===== src/rtl/issue_scheduler.sv =====
// Reservation-station issue scheduler: buffers renamed instructions, snoops wakeups, issues oldest ready entry.
// Optional ISSUE_WAKEUP_BYPASS_EN lets a same-cycle wakeup count toward eligibility.
module issue_scheduler #(
    parameter int ENTRIES             = 8,
    parameter int REG_FILE_ADDR_WIDTH = 7,
    parameter int ROB_ADDR_WIDTH      = 5,
    parameter int PAYLOAD_WIDTH       = 32
) (
    input  logic                           clock,
    input  logic                           reset,
    input  logic                           flush,
    input  logic                           dispatch_valid,
    output logic                           dispatch_ready,
    input  logic [ROB_ADDR_WIDTH-1:0]      dispatch_rob_idx,
    input  logic [REG_FILE_ADDR_WIDTH-1:0] dispatch_rd,
    input  logic [REG_FILE_ADDR_WIDTH-1:0] dispatch_rs1,
    input  logic                           dispatch_rs1_ready,
    input  logic [REG_FILE_ADDR_WIDTH-1:0] dispatch_rs2,
    input  logic                           dispatch_rs2_ready,
    input  logic [PAYLOAD_WIDTH-1:0]       dispatch_payload,
    input  logic                           wakeup_valid,
    input  logic [REG_FILE_ADDR_WIDTH-1:0] wakeup_tag,
    output logic                           issue_valid,
    input  logic                           issue_ready,
    output logic [ROB_ADDR_WIDTH-1:0]      issue_rob_idx,
    output logic [REG_FILE_ADDR_WIDTH-1:0] issue_rd,
    output logic [REG_FILE_ADDR_WIDTH-1:0] issue_rs1,
    output logic [REG_FILE_ADDR_WIDTH-1:0] issue_rs2,
    output logic [PAYLOAD_WIDTH-1:0]       issue_payload,
    output logic [$clog2(ENTRIES):0]       occupancy,
    output logic                           empty,
    output logic                           full
);
    localparam int IDX_W = $clog2(ENTRIES);
    localparam int OCC_W = IDX_W + 1;

    logic [ENTRIES-1:0]             ent_valid;
    logic [ENTRIES-1:0]             ent_rdy1;
    logic [ENTRIES-1:0]             ent_rdy2;
    logic [ROB_ADDR_WIDTH-1:0]      ent_rob [ENTRIES];
    logic [REG_FILE_ADDR_WIDTH-1:0] ent_rd  [ENTRIES];
    logic [REG_FILE_ADDR_WIDTH-1:0] ent_rs1 [ENTRIES];
    logic [REG_FILE_ADDR_WIDTH-1:0] ent_rs2 [ENTRIES];
    logic [PAYLOAD_WIDTH-1:0]       ent_pay [ENTRIES];
    logic [7:0]                     ent_age [ENTRIES];
    logic [OCC_W-1:0]               count;

    logic             free_found;
    logic [IDX_W-1:0] free_idx;
    logic [ENTRIES-1:0] eligible;
    logic             pick_found;
    logic [IDX_W-1:0] pick_idx;
    logic [7:0]       pick_age;
    logic             disp_fire;
    logic             issue_fire;
    logic             disp_rdy1;
    logic             disp_rdy2;

    assign full           = (count == OCC_W'(ENTRIES));
    assign empty          = (count == '0);
    assign occupancy      = count;
    assign dispatch_ready = !full;
    assign disp_fire      = dispatch_valid && !full;
    assign issue_fire     = pick_found && issue_ready;
    assign disp_rdy1      = dispatch_rs1_ready || (wakeup_valid && (wakeup_tag == dispatch_rs1));
    assign disp_rdy2      = dispatch_rs2_ready || (wakeup_valid && (wakeup_tag == dispatch_rs2));

    always_comb begin
        free_found = 1'b0;
        free_idx   = '0;
        for (int unsigned i = 0; i < ENTRIES; i++) begin
            if (!ent_valid[i] && !free_found) begin
                free_found = 1'b1;
                free_idx   = IDX_W'(i);
            end
        end
    end

    always_comb begin
        eligible = '0;
        for (int unsigned i = 0; i < ENTRIES; i++) begin
`ifdef ISSUE_WAKEUP_BYPASS_EN
            eligible[i] = ent_valid[i]
                && (ent_rdy1[i] || (wakeup_valid && (wakeup_tag == ent_rs1[i])))
                && (ent_rdy2[i] || (wakeup_valid && (wakeup_tag == ent_rs2[i])));
`else
            eligible[i] = ent_valid[i] && ent_rdy1[i] && ent_rdy2[i];
`endif
        end
    end

    // Strict '>' keeps the lowest index on equal ages; ages shift uniformly, so a stalled pick stays put
    always_comb begin
        pick_found = 1'b0;
        pick_idx   = '0;
        pick_age   = '0;
        for (int unsigned i = 0; i < ENTRIES; i++) begin
            if (eligible[i] && (!pick_found || (ent_age[i] > pick_age))) begin
                pick_found = 1'b1;
                pick_idx   = IDX_W'(i);
                pick_age   = ent_age[i];
            end
        end
    end

    assign issue_valid   = pick_found;
    assign issue_rob_idx = pick_found ? ent_rob[pick_idx] : '0;
    assign issue_rd      = pick_found ? ent_rd[pick_idx]  : '0;
    assign issue_rs1     = pick_found ? ent_rs1[pick_idx] : '0;
    assign issue_rs2     = pick_found ? ent_rs2[pick_idx] : '0;
    assign issue_payload = pick_found ? ent_pay[pick_idx] : '0;

    always_ff @(posedge clock) begin
        if (reset) begin
            ent_valid <= '0;
            ent_rdy1  <= '0;
            ent_rdy2  <= '0;
            count     <= '0;
            for (int unsigned i = 0; i < ENTRIES; i++) begin
                ent_age[i] <= '0;
            end
        end else if (flush) begin
            ent_valid <= '0;
            count     <= '0;
        end else begin
            for (int unsigned i = 0; i < ENTRIES; i++) begin
                if (wakeup_valid && ent_valid[i] && (ent_rs1[i] == wakeup_tag)) begin
                    ent_rdy1[i] <= 1'b1;
                end
                if (wakeup_valid && ent_valid[i] && (ent_rs2[i] == wakeup_tag)) begin
                    ent_rdy2[i] <= 1'b1;
                end
                if (disp_fire && ent_valid[i] && (ent_age[i] != 8'hFF)) begin
                    ent_age[i] <= ent_age[i] + 8'd1;
                end
            end
            if (issue_fire) begin
                ent_valid[pick_idx] <= 1'b0;
            end
            if (disp_fire) begin
                ent_valid[free_idx] <= 1'b1;
                ent_rob[free_idx]   <= dispatch_rob_idx;
                ent_rd[free_idx]    <= dispatch_rd;
                ent_rs1[free_idx]   <= dispatch_rs1;
                ent_rs2[free_idx]   <= dispatch_rs2;
                ent_pay[free_idx]   <= dispatch_payload;
                ent_rdy1[free_idx]  <= disp_rdy1;
                ent_rdy2[free_idx]  <= disp_rdy2;
                ent_age[free_idx]   <= '0;
            end
            if (disp_fire && !issue_fire) begin
                count <= count + OCC_W'(1);
            end else if (!disp_fire && issue_fire) begin
                count <= count - OCC_W'(1);
            end
        end
    end
endmodule


===== config.mk =====
export PLATFORM = sky130hd
export DESIGN_NAME = issue_scheduler
export DESIGN_NICKNAME = d
export VERILOG_FILES = /design/src/rtl/issue_scheduler.sv
export SDC_FILE = /design/constraint.sdc
export NUM_CORES = 1
export LEC_CHECK = 0
export BUFFER_PORTS_ARGS = -buffer_cell sky130_fd_sc_hd__buf_2
export CAP_MARGIN = 20
export CORE_MARGIN = 2
export CORE_UTILIZATION = 30
export DETAILED_ROUTE_END_ITERATION = 10
export GPL_ROUTABILITY_DRIVEN = 0
export SETUP_SLACK_MARGIN = 0.15
export SLEW_MARGIN = 20
export SYNTH_ARGS = -nofsm -noshare
export SYNTH_HDL_FRONTEND = slang
export SYNTH_SLANG_ARGS = --single-unit

===== constraint.sdc =====
create_clock -name clock -period 31.4 [get_ports clock]
set_input_delay 6.28 -clock clock [delete_from_list [all_inputs] [get_ports clock]]
set_output_delay 6.28 -clock clock [all_outputs]
set_load 0.05 [all_outputs]

* Word-level counts from Yosys, hierarchy flattened *
Memory sizes are Yosys's and may differ from the RTL's.
Cells that the tools add are included.

cells by class
  $add $sub $neg = 10
  magnitude comparators = 11
  equality and inequality tests = 27
  muxes and demuxes = 149
  bitwise operators = 11
  reduce and logical (&&, ||, !) cells = 113

operators by type and width
  cell                                                                           number
  8-bit 2-to-1 mux                                                               21
  7-bit == test                                                                  18
  1-bit 2-to-1 mux                                                               105
  1-bit logical AND                                                              78
  8-bit by 1-bit adder with 8-bit output (second input constant)                 8
  8-bit inequality test (second input constant)                                  8
  8-bit greater-than comparator                                                  7
  3-bit 2-to-1 mux                                                               12
  32-bit 2-to-1 mux                                                              1
  1-bit zero test                                                                23
  7-bit 2-to-1 mux                                                               3
  8-bit bitwise mux                                                              2
  1-bit logical OR                                                               9
  8-bit AND                                                                      1
  3-bit by 4-bit less-than comparator with 1-bit output (second input constant)  2
  4-bit 2-to-1 mux                                                               2
  8-bit NOT                                                                      1
  1-bit OR                                                                       8
  8-bit OR                                                                       1
  1-bit demux with 3-bit select                                                  2
  3-bit by 1-bit >= comparator with 1-bit output (second input constant)         2
  5-bit 2-to-1 mux                                                               1
  4-bit by 1-bit adder with 4-bit output (second input constant)                 1
  4-bit == test (second input constant)                                          1
  other kinds (4)                                                                4

word-level totals
  register bits after elaboration = 28
  bits in writable memories = 528
  bits of input ports = 73
  output and inout port bits = 66
  word-level logic and storage cells = 331
  memories = 6

memory list
  name     words  width  rd ports  clocked after Yosys merged registers in  wr ports  line  text
  ent_pay  8      32     1         0                                        1         44    logic [PAYLOAD_WIDTH-1:0] ent_pay [ENTRIES];
  ent_age  8      8      8         0                                        9         45    logic [7:0] ent_age [ENTRIES];
  ent_rd   8      7      1         0                                        1         41    logic [REG_FILE_ADDR_WIDTH-1:0] ent_rd [ENTRIES];
  ent_rs1  8      7      9         0                                        1         42    logic [REG_FILE_ADDR_WIDTH-1:0] ent_rs1 [ENTRIES];
  ent_rs2  8      7      9         0                                        1         43    logic [REG_FILE_ADDR_WIDTH-1:0] ent_rs2 [ENTRIES];
  ent_rob  8      5      1         0                                        1         40    logic [ROB_ADDR_WIDTH-1:0] ent_rob [ENTRIES];

* Depth between registers and ports, before layout *
Gate-level depths: netlist of the first run.

  word-level depth = 42
  mapped depth = 70
  depth with buffers taken out = 61

* Least setup slack after synthesis of the first run *
No wires, ideal clock.

  path kind = reg-to-output
  start point = register ent_valid[0]
  end point = output issue_payload[22]
  arrival time = 13529 ps
  required time = 25120 ps
  path slack = 11591 ps
  stages on the path, launching flop included = 68
  path buffers = 11
  cells stage by stage = dfxtp_1 buf_6 and3_4 clkbuf_1 nand2_1 ha_1 a21oi_1 nor2_1 a2111oi_0 a21oi_1 a22oi_1 ha_1 and4b_1 a211oi_1 nor3_1 o21ai_0 a21boi_1 clkbuf_1 [... 32 more ...] o21a_1 o21ai_0 o21ai_1 clkbuf_1 buf_1 a221oi_1 ha_1 and4b_1 a211oi_1 o211ai_1 a21oi_1 o221ai_2 buf_6 buf_6 clkbuf_1 a221oi_1 o21ai_1 a311oi_1

between the ends
  word-level cells in the longest chain between the ends = 33
  elaborated cells on any way between the ends = 54
  classes of those cells = order compare: 7; mux: 23; reduce/logical: 23; memory: 1

ends and longest elaborated chain
  item                                                              line  text
  start, declared                                                   37    logic [ENTRIES-1:0] ent_valid;
  start signal, assigned                                            115   ent_valid <= '0;
  start signal, assigned                                            123   ent_valid <= '0;
  start signal, assigned by index                                   138   ent_valid[pick_idx] <= 1'b0;
  1-bit logical AND * (2 in series)                                 87    eligible[i] = ent_valid[i] && ent_rdy1[i] && ent_rdy2[i];
  8-bit 2-to-1 mux or 1-bit 2-to-1 mux (tied branches)              98    if (eligible[i] && (!pick_found || (ent_age[i] > pick_age))) begin
  8-bit greater-than comparator or 1-bit zero test (tied branches)  98
  1-bit logical OR                                                  98
  1-bit logical AND                                                 98
  8-bit 2-to-1 mux or 1-bit 2-to-1 mux (tied branches)              98
  8-bit greater-than comparator or 1-bit zero test (tied branches)  98
  1-bit logical OR                                                  98
  [... 16 more ...]                                                 --
  1-bit logical AND                                                 98
  8-bit 2-to-1 mux or 1-bit 2-to-1 mux (tied branches)              98
  8-bit greater-than comparator or 1-bit zero test (tied branches)  98
  1-bit logical OR                                                  98
  1-bit logical AND                                                 98
  3-bit 2-to-1 mux                                                  98
  memory read 8 x 32 bit                                            --
  32-bit 2-to-1 mux *                                               111   assign issue_payload = pick_found ? ent_pay[pick_idx] : '0;
  end, declared                                                     29    output logic [PAYLOAD_WIDTH-1:0] issue_payload,

Mark *: on every way between the ends. The rest lies on a longest branch, timed or not.

* Final worst setup path of the first run *
  start point = register ent_valid[0]
  end point = output issue_rs1[6]

between the ends
  word-level cells in the longest chain between the ends = 33
  elaborated cells on any way between the ends = 54
  classes of those cells = order compare: 7; mux: 23; reduce/logical: 23; memory: 1

ends and longest elaborated chain
  item                                                              line  text
  1-bit logical AND * (2 in series)                                 87
  8-bit 2-to-1 mux or 1-bit 2-to-1 mux (tied branches)              98
  8-bit greater-than comparator or 1-bit zero test (tied branches)  98
  1-bit logical OR                                                  98
  1-bit logical AND                                                 98
  8-bit 2-to-1 mux or 1-bit 2-to-1 mux (tied branches)              98
  8-bit greater-than comparator or 1-bit zero test (tied branches)  98
  1-bit logical OR                                                  98
  [... 16 more ...]                                                 --
  1-bit logical AND                                                 98
  8-bit 2-to-1 mux or 1-bit 2-to-1 mux (tied branches)              98
  8-bit greater-than comparator or 1-bit zero test (tied branches)  98
  1-bit logical OR                                                  98
  1-bit logical AND                                                 98
  3-bit 2-to-1 mux                                                  98
  memory read 8 x 7 bit                                             --
  7-bit 2-to-1 mux *                                                109   assign issue_rs1 = pick_found ? ent_rs1[pick_idx] : '0;
  end, declared                                                     27    output logic [REG_FILE_ADDR_WIDTH-1:0] issue_rs1,

Marks and branches as above.

==> impl_metrics.csv, run 1 <==
group,metric,value,unit
run_status,outcome,"complete, no violations",
timing,setup_violations,0,
placement,place_ws,8.61,ns
setup_path,r2r-end,"ent_valid[4]$_SDFF_PP0_",
power_and_ir_drop,static-leakage-power,10.5,nW
timing,drv_slew,0,
cells_and_area,syn2layout_area_growth,13.9,%
timing,fin_skew,0.0574,ns
floorplan,die_h,300,um
min_path,hp-class,"flip-flop to flip-flop",
timing,rsz0062_at_grt,"false",
synthesis,synth_nets,2418,
setup_path,worst_r2r_startpoint,"ent_valid[0]$_SDFF_PP0_",
setup_path,cpMaxStageDelayCell,"a21boi_1",
placement,place_inst,3442,
power_and_ir_drop,p_int,0.00119,W
detailed_routing,drtIter0Drc,1648,
clock_network,clk_pin_slew,0.06,ns
timing,fmax,0.0420,GHz
detailed_routing,final_antenna_net_count,0,
floorplan,io_pins,139,
clock_network,cts_buffers,60,
clock_network,cts_root_buf,"clkbuf_16",
setup_path,path_class,"flip-flop to output port",
detailed_routing,vias,18800,
setup_path,worstSetupStartpoint,"ent_valid[0]$_SDFF_PP0_",
power_and_ir_drop,switchingPower,0.000334,W
detailed_routing,drc,0,
setup_path,slowest_delay,0.80,ns
setup_path,cp_max_fo,85,
timing,period_needed,23.80,ns
setup_path,endpoint,"issue_rs1[6]",
detailed_routing,vias_per_cell,5.27,
clock_network,clk_path_buf_depth,3,
power_and_ir_drop,combinationalPowerShare,3.0,%
cells_and_area,drive_gt1_share,11.8,%
synthesis,yosysWarningCount,0,
timing,worst_slack,7.60,ns
timing,hold_viol_final,0,
global_routing,grt_usage,16.4,%
clock_network,ctsHoldBuffers,0,
timing,min_period_over_period,75.8,%
setup_path,critical_path.endpoint_type,"output port",
placement,portBuffers,138,
cells_and_area,n_fill_cell,8668,
global_routing,grt_antenna_before_repair,14,
cells_and_area,fin_cells,3560,
power_and_ir_drop,clkPwrFrac,44.2,%
cells_and_area,final_area,30000,um^2
floorplan,core.rowCount,108,
synthesis,ys_seq_area_share,60.0,%
min_path,whs_path_depth,2,
cells_and_area,nets,2491,
placement,dp_hpwl,46100,um
clock_network,cts-resized-gates,0,
detailed_routing,wl,76000,um
flow_run,maxCapViolCount,0,
power_and_ir_drop,peakVddDrop,0.0000335,V
placement,dpl_cell_area,28100,um^2
clock_network,cts_sinks,556,
floorplan,start_util,30.3,%
synthesis,ys_async_sr_fraction,0,%
setup_path,worstSetupStartpointType,"flip-flop",
power_and_ir_drop,swShare,21.9,%
global_routing,grt_pass1_wl,114000,um
power_and_ir_drop,power_density,50.8,nW/um^2
clock_network,cts_max_level,2,
timing,tightest_slew,1.14,ns
cells_and_area,layout_common_cells,"edfxtp_1, nand2_1, xor2_1",
floorplan,core_area,86800,um^2
timing,relSlewSlack,23.4,%
clock_network,insertion_delay,0.67,ns
setup_path,worstPathArrival,17.52,ns
detailed_routing,first_pass_iters,5,
global_routing,grt_pass1_vias,17900,
clock_network,cts_tree,"built",
clock_network,postCtsSetupRepairBufs,0,
synthesis,synth_edf_count,464,
timing,tns,0,ns
detailed_routing,wl_per_cell,21.4,um
synthesis,syn_area,26300,um^2
synthesis,ys_types,62,
setup_path,worstPathRequired,25.12,ns
synthesis,synth_ff_type,"edfxtp_1",
setup_path,reg2reg_depth,56,
cells_and_area,final_common_cell,"edfxtp_1",
floorplan,dieArea,90000,um^2
synthesis,syn_area_per_cell,11.5,um^2
setup_path,r2r_slack,15.75,ns
synthesis,synth_seq_cells,556,
power_and_ir_drop,seqPwrFrac,52.8,%
setup_path,crit_top_cell,"ha_1",
floorplan,die_w,300,um
global_routing,grt_max_degree,86,
global_routing,gr-total-overflow,0,
synthesis,synth_cells,2277,
power by group through the flow:
stage | Clock [W] | Sequential (W) | Combinational [W]
3_5_place_dp | 0 | 0.000820 | 0.0000459
6_report | 0.000673 | 0.000804 | 0.0000462
2_1_floorplan | 0 | 0.000821 | 0.0000226
4_1_cts | 0.000685 | 0.000804 | 0.0000460
3_3_place_gp | 0 | 0.000819 | 0.0000454
5_1_grt | 0.000713 | 0.000804 | 0.0000500
cell families after synthesis:
group | synth area share (%)
adder cells (fa/ha/maj) | 3.26
multiplexers | 0.385
buffers and inverters | 4.79
XOR/XNOR | 6.06
AND/OR/NAND/NOR | 12.7
AO/OA/AOI/OAI | 12.8
flip-flops | 60.0
metal layers:
| layer | GRT usage, % | routed length (um) | vias to the layer above | part of all wire [%] |
|---|---|---|---|---|
| met5 | 0 | 40 | - | 0.053 |
| met4 | 4.57 | 1650 | 6 | 2.2 |
| met3 | 2.95 | 5200 | 107 | 6.8 |
| met2 | 26.7 | 35600 | 649 | 47 |
| met1 | 22.5 | 33600 | 9286 | 44 |
| li1 | - | - | 8704 | - |
metrics by stage:
stage / hold WS, ns / total power (W) / utilization, %
2_1_floorplan: 0.472 / 0.000843 / -
3_3_place_gp: 0.484 / 0.000865 / 32.3
3_5_place_dp: 0.489 / 0.000865 / 32.3
4_1_cts: 0.496 / 0.00154 / 34.5
5_1_grt: 0.518 / 0.00157 / 34.5
6_report: 0.498 / 0.00152 / 34.5
how the worst min path moves through the flow:
| stage | start | to | slack, ns |
|---|---|---|---|
| floorplan | ent_rdy2[1]$_SDFFE_PP0N_ | ent_rdy2[1]$_SDFFE_PP0N_ | 0.47 |
| global placement | ent_rdy2[1]$_SDFFE_PP0N_ | ent_rdy2[1]$_SDFFE_PP0N_ | 0.48 |
| detailed placement | ent_rdy1[1]$_SDFFE_PP0N_ | ent_rdy1[1]$_SDFFE_PP0N_ | 0.49 |
| CTS | ent_rdy1[1]$_SDFFE_PP0N_ | ent_rdy1[1]$_SDFFE_PP0N_ | 0.50 |
| global route | ent_rdy1[5]$_SDFFE_PP0N_ | ent_rdy1[5]$_SDFFE_PP0N_ | 0.52 |
| finish | ent_rdy1[1]$_SDFFE_PP0N_ | ent_rdy1[1]$_SDFFE_PP0N_ | 0.50 |
flip-flops by register name, indices dropped and copies added (netlist names):
register	flops
ent_rd	56
ent_rs1	56
ent_pay	256
occupancy	4
ent_rdy1	8
ent_rs2	56
ent_rdy2	8
ent_rob	40
ent_valid	8
ent_age	64
layout make-up:
cell class,count,area [um^2],area share (%)
antenna,6,15.0,0.0501
multi-input combinational,1422,9400,31.4
clock inverter,33,268,0.894
clock buffer,78,1590,5.30
inverter,143,537,1.79
sequential,556,15800,52.7
tap,1155,1450,4.82
timing repair buffer,167,928,3.10
Yosys cell counts (all sizes together) (4+ instances only):
| cell | instances | area [um^2] |
|---|---|---|
| a2111oi | 59 | 517 |
| a211oi | 68 | 510 |
| a21boi | 8 | 60.1 |
| a21o | 8 | 60.1 |
| a21oi | 60 | 300 |
| a221oi | 65 | 569 |
| a22oi | 14 | 105 |
| a311oi | 67 | 587 |
| and3 | 74 | 468 |
| buf | 45 | 307 |
| clkbuf | 111 | 417 |
| dfxtp | 92 | 1840 |
| edfxtp | 464 | 13900 |
| ha | 67 | 838 |
| inv | 143 | 537 |
| mux2i | 9 | 90.1 |
| nand2 | 217 | 815 |
| nand3 | 30 | 150 |
| nand4 | 36 | 225 |
| nor2 | 140 | 528 |
| nor2b | 8 | 50.1 |
| nor3 | 130 | 656 |
| nor4 | 34 | 213 |
| o211ai | 6 | 45.0 |
| o21ai | 87 | 435 |
| o31ai | 6 | 45.0 |
| or2 | 9 | 56.3 |
| or3 | 4 | 25.0 |
| xnor2 | 37 | 324 |
| xor2 | 145 | 1270 |
worst max-delay path: cells and delay by family (launching register included):
family / cells / cell delay, ns
adder cells (fa/ha/maj): 7 / 2.24
AND/OR/NAND/NOR: 15 / 3.05
flip-flops: 1 / 0.50
AO/OA/AOI/OAI: 32 / 8.49
buffers and inverters: 6 / 2.53
(Power assumes the default switching activity.)
==> run 2, diff against run 1 <==
- clock period: 31.4 -> 22.5 ns (I/O delays scaled with it)
==> impl_metrics.csv, run 2 (synthesis results as in run 1) <==
group,metric,value,unit
detailed_routing,vias,18700,
setup_path,slowest_delay,1.02,ns
setup_path,path_class,"flip-flop to output port",
cells_and_area,regArea,15800,um^2
setup_path,crit_top_cell,"ha_1",
cells_and_area,utilization,34.8,%
timing,worst_slack,1.71,ns
clock_network,cts_sinks,556,
timing,period_needed,20.79,ns
flow_run,maxCapViolCount,0,
clock_network,cts_tree,"built",
global_routing,grt_pass1_wl,115000,um
timing,tns,0,ns
floorplan,core_area,86800,um^2
timing,setup_violations,0,
detailed_routing,final_antenna_net_count,0,
cells_and_area,syn2layout_area_growth,14.8,%
placement,place_ws,2.38,ns
detailed_routing,wl,75900,um
detailed_routing,wl_per_cell,21.3,um
run_status,outcome,"complete, no violations",
clock_network,ctsHoldBuffers,0,
setup_path,worstPathArrival,16.29,ns
detailed_routing,vias_per_cell,5.25,
placement,portBuffers,138,
cells_and_area,layout_common_cells,"edfxtp_1, nand2_1, xor2_1",
timing,fmax,0.0481,GHz
cells_and_area,final_common_cell,"edfxtp_1",
floorplan,start_util,30.3,%
detailed_routing,drtIter0Drc,1634,
detailed_routing,first_pass_iters,6,
floorplan,dieArea,90000,um^2
timing,relSlewSlack,17.0,%
timing,tightest_slew,1.24,ns
cells_and_area,drive_gt1_share,12.5,%
setup_path,worstPathRequired,18.00,ns
setup_path,cpMaxStageDelayCell,"a311oi_1",
cells_and_area,multi_input_area,9410,um^2
clock_network,cts_root_buf,"clkbuf_16",
cells_and_area,nets,2494,
detailed_routing,drc,0,
global_routing,grt_antenna_before_repair,14,
power_and_ir_drop,power_density,73.7,nW/um^2
placement,dp_hpwl,46300,um
cells_and_area,largest_reg_flops,256,
floorplan,io_pins,139,
setup_path,cp_max_fo,61,
global_routing,gr-total-overflow,0,
global_routing,grt_max_degree,141,
setup_path,critical_path.endpoint_type,"output port",
cells_and_area,n_fill_cell,8528,
timing,fin_skew,0.0345,ns
clock_network,cts_buffers,61,
global_routing,grt_usage,16.5,%
clock_network,clk_pin_slew,0.06,ns
power_and_ir_drop,peakVddDrop,0.0000679,V
timing,drv_slew,0,
floorplan,core.rowCount,108,
setup_path,worstSetupStartpointType,"flip-flop",
timing,hold_viol_final,0,
cells_and_area,top_regs,"ent_pay: 256 flops, ent_age: 64 flops",
timing,min_period_over_period,92.4,%
power_and_ir_drop,static-leakage-power,10.6,nW
clock_network,clk_path_buf_depth,3,
cells_and_area,top_register,"ent_pay",
global_routing,grt_pass1_vias,18100,
clock_network,cts_max_level,2,
floorplan,die_w,300,um
timing,rsz0062_at_grt,"false",
floorplan,die_h,300,um
min_path,hp-class,"flip-flop to flip-flop",
clock_network,insertion_delay,0.64,ns
[run 2: final timing paths]
check / start / to / slack, ns / cells after the start
min: ent_rdy2[1]$_SDFFE_PP0N_ / ent_rdy2[1]$_SDFFE_PP0N_ / 0.49 / 2
min reg2reg: ent_rdy2[1]$_SDFFE_PP0N_ / ent_rdy2[1]$_SDFFE_PP0N_ / 0.49 / 2
max: ent_valid[0]$_SDFF_PP0_ / issue_rd[6] / 1.71 / 59
max reg2reg: ent_valid[0]$_SDFF_PP0_ / ent_valid[4]$_SDFF_PP0_ / 7.57 / 57
[run 2: critical path, delay by kind of cell, from the launching register on]
family / cells / cell delay [ns]
AND/OR/NAND/NOR: 16 / 2.86
flip-flops: 1 / 0.51
adder cells (fa/ha/maj): 7 / 2.20
AO/OA/AOI/OAI: 30 / 8.05
buffers and inverters: 6 / 1.99
[run 2: cell type report]
cell class | instances | area share (%)
sequential | 556 | 52.3
multi-input combinational | 1422 | 31.2
clock buffer | 74 | 5.29
tap | 1155 | 4.79
timing repair buffer | 169 | 3.10
inverter | 143 | 1.78
clock inverter | 42 | 1.60
antenna | 5 | 0.0414
[run 2: what timing repair did]
item,CTS,global route
gates resized for setup,0,1
setup endpoints to repair,0,7
endpoints found under the hold margin,0,0
buffers inserted,0,0
[run 2: power breakdown]
group | internal (W) | switching (W) | leakage [nW] | total [W]
clock | 0.000611 | 0.000427 | 1.02 | 0.00104
sequential | 0.00112 | 0.00000238 | 4.92 | 0.00112
combinational | 0.0000180 | 0.0000464 | 4.67 | 0.0000644
total | 0.00175 | 0.000476 | 10.6 | 0.00222
[run 2: through the flow]
step                      total power, W  hold slack [ns]  instance area (um^2)  instances
after floorplan                  0.00118            0.472                 26300       2277
after CTS                        0.00224            0.494                 30200       3561
after detailed placement         0.00121            0.487                 28100       3445
after global routing             0.00229            0.528                 30200       3564
final                            0.00222            0.494                 30200       3566
after global placement           0.00121            0.488                 28100       3445
[run 2: routing by layer]
| metal | vias to the layer above | wire, um | track usage (%) |
|---|---|---|---|
| met4 | 10 | 2220 | 5.38 |
| met5 | - | 67 | 0 |
| li1 | 8719 | - | - |
| met3 | 139 | 4770 | 2.86 |
| met1 | 9256 | 34100 | 23.0 |
| met2 | 611 | 34700 | 26.2 |
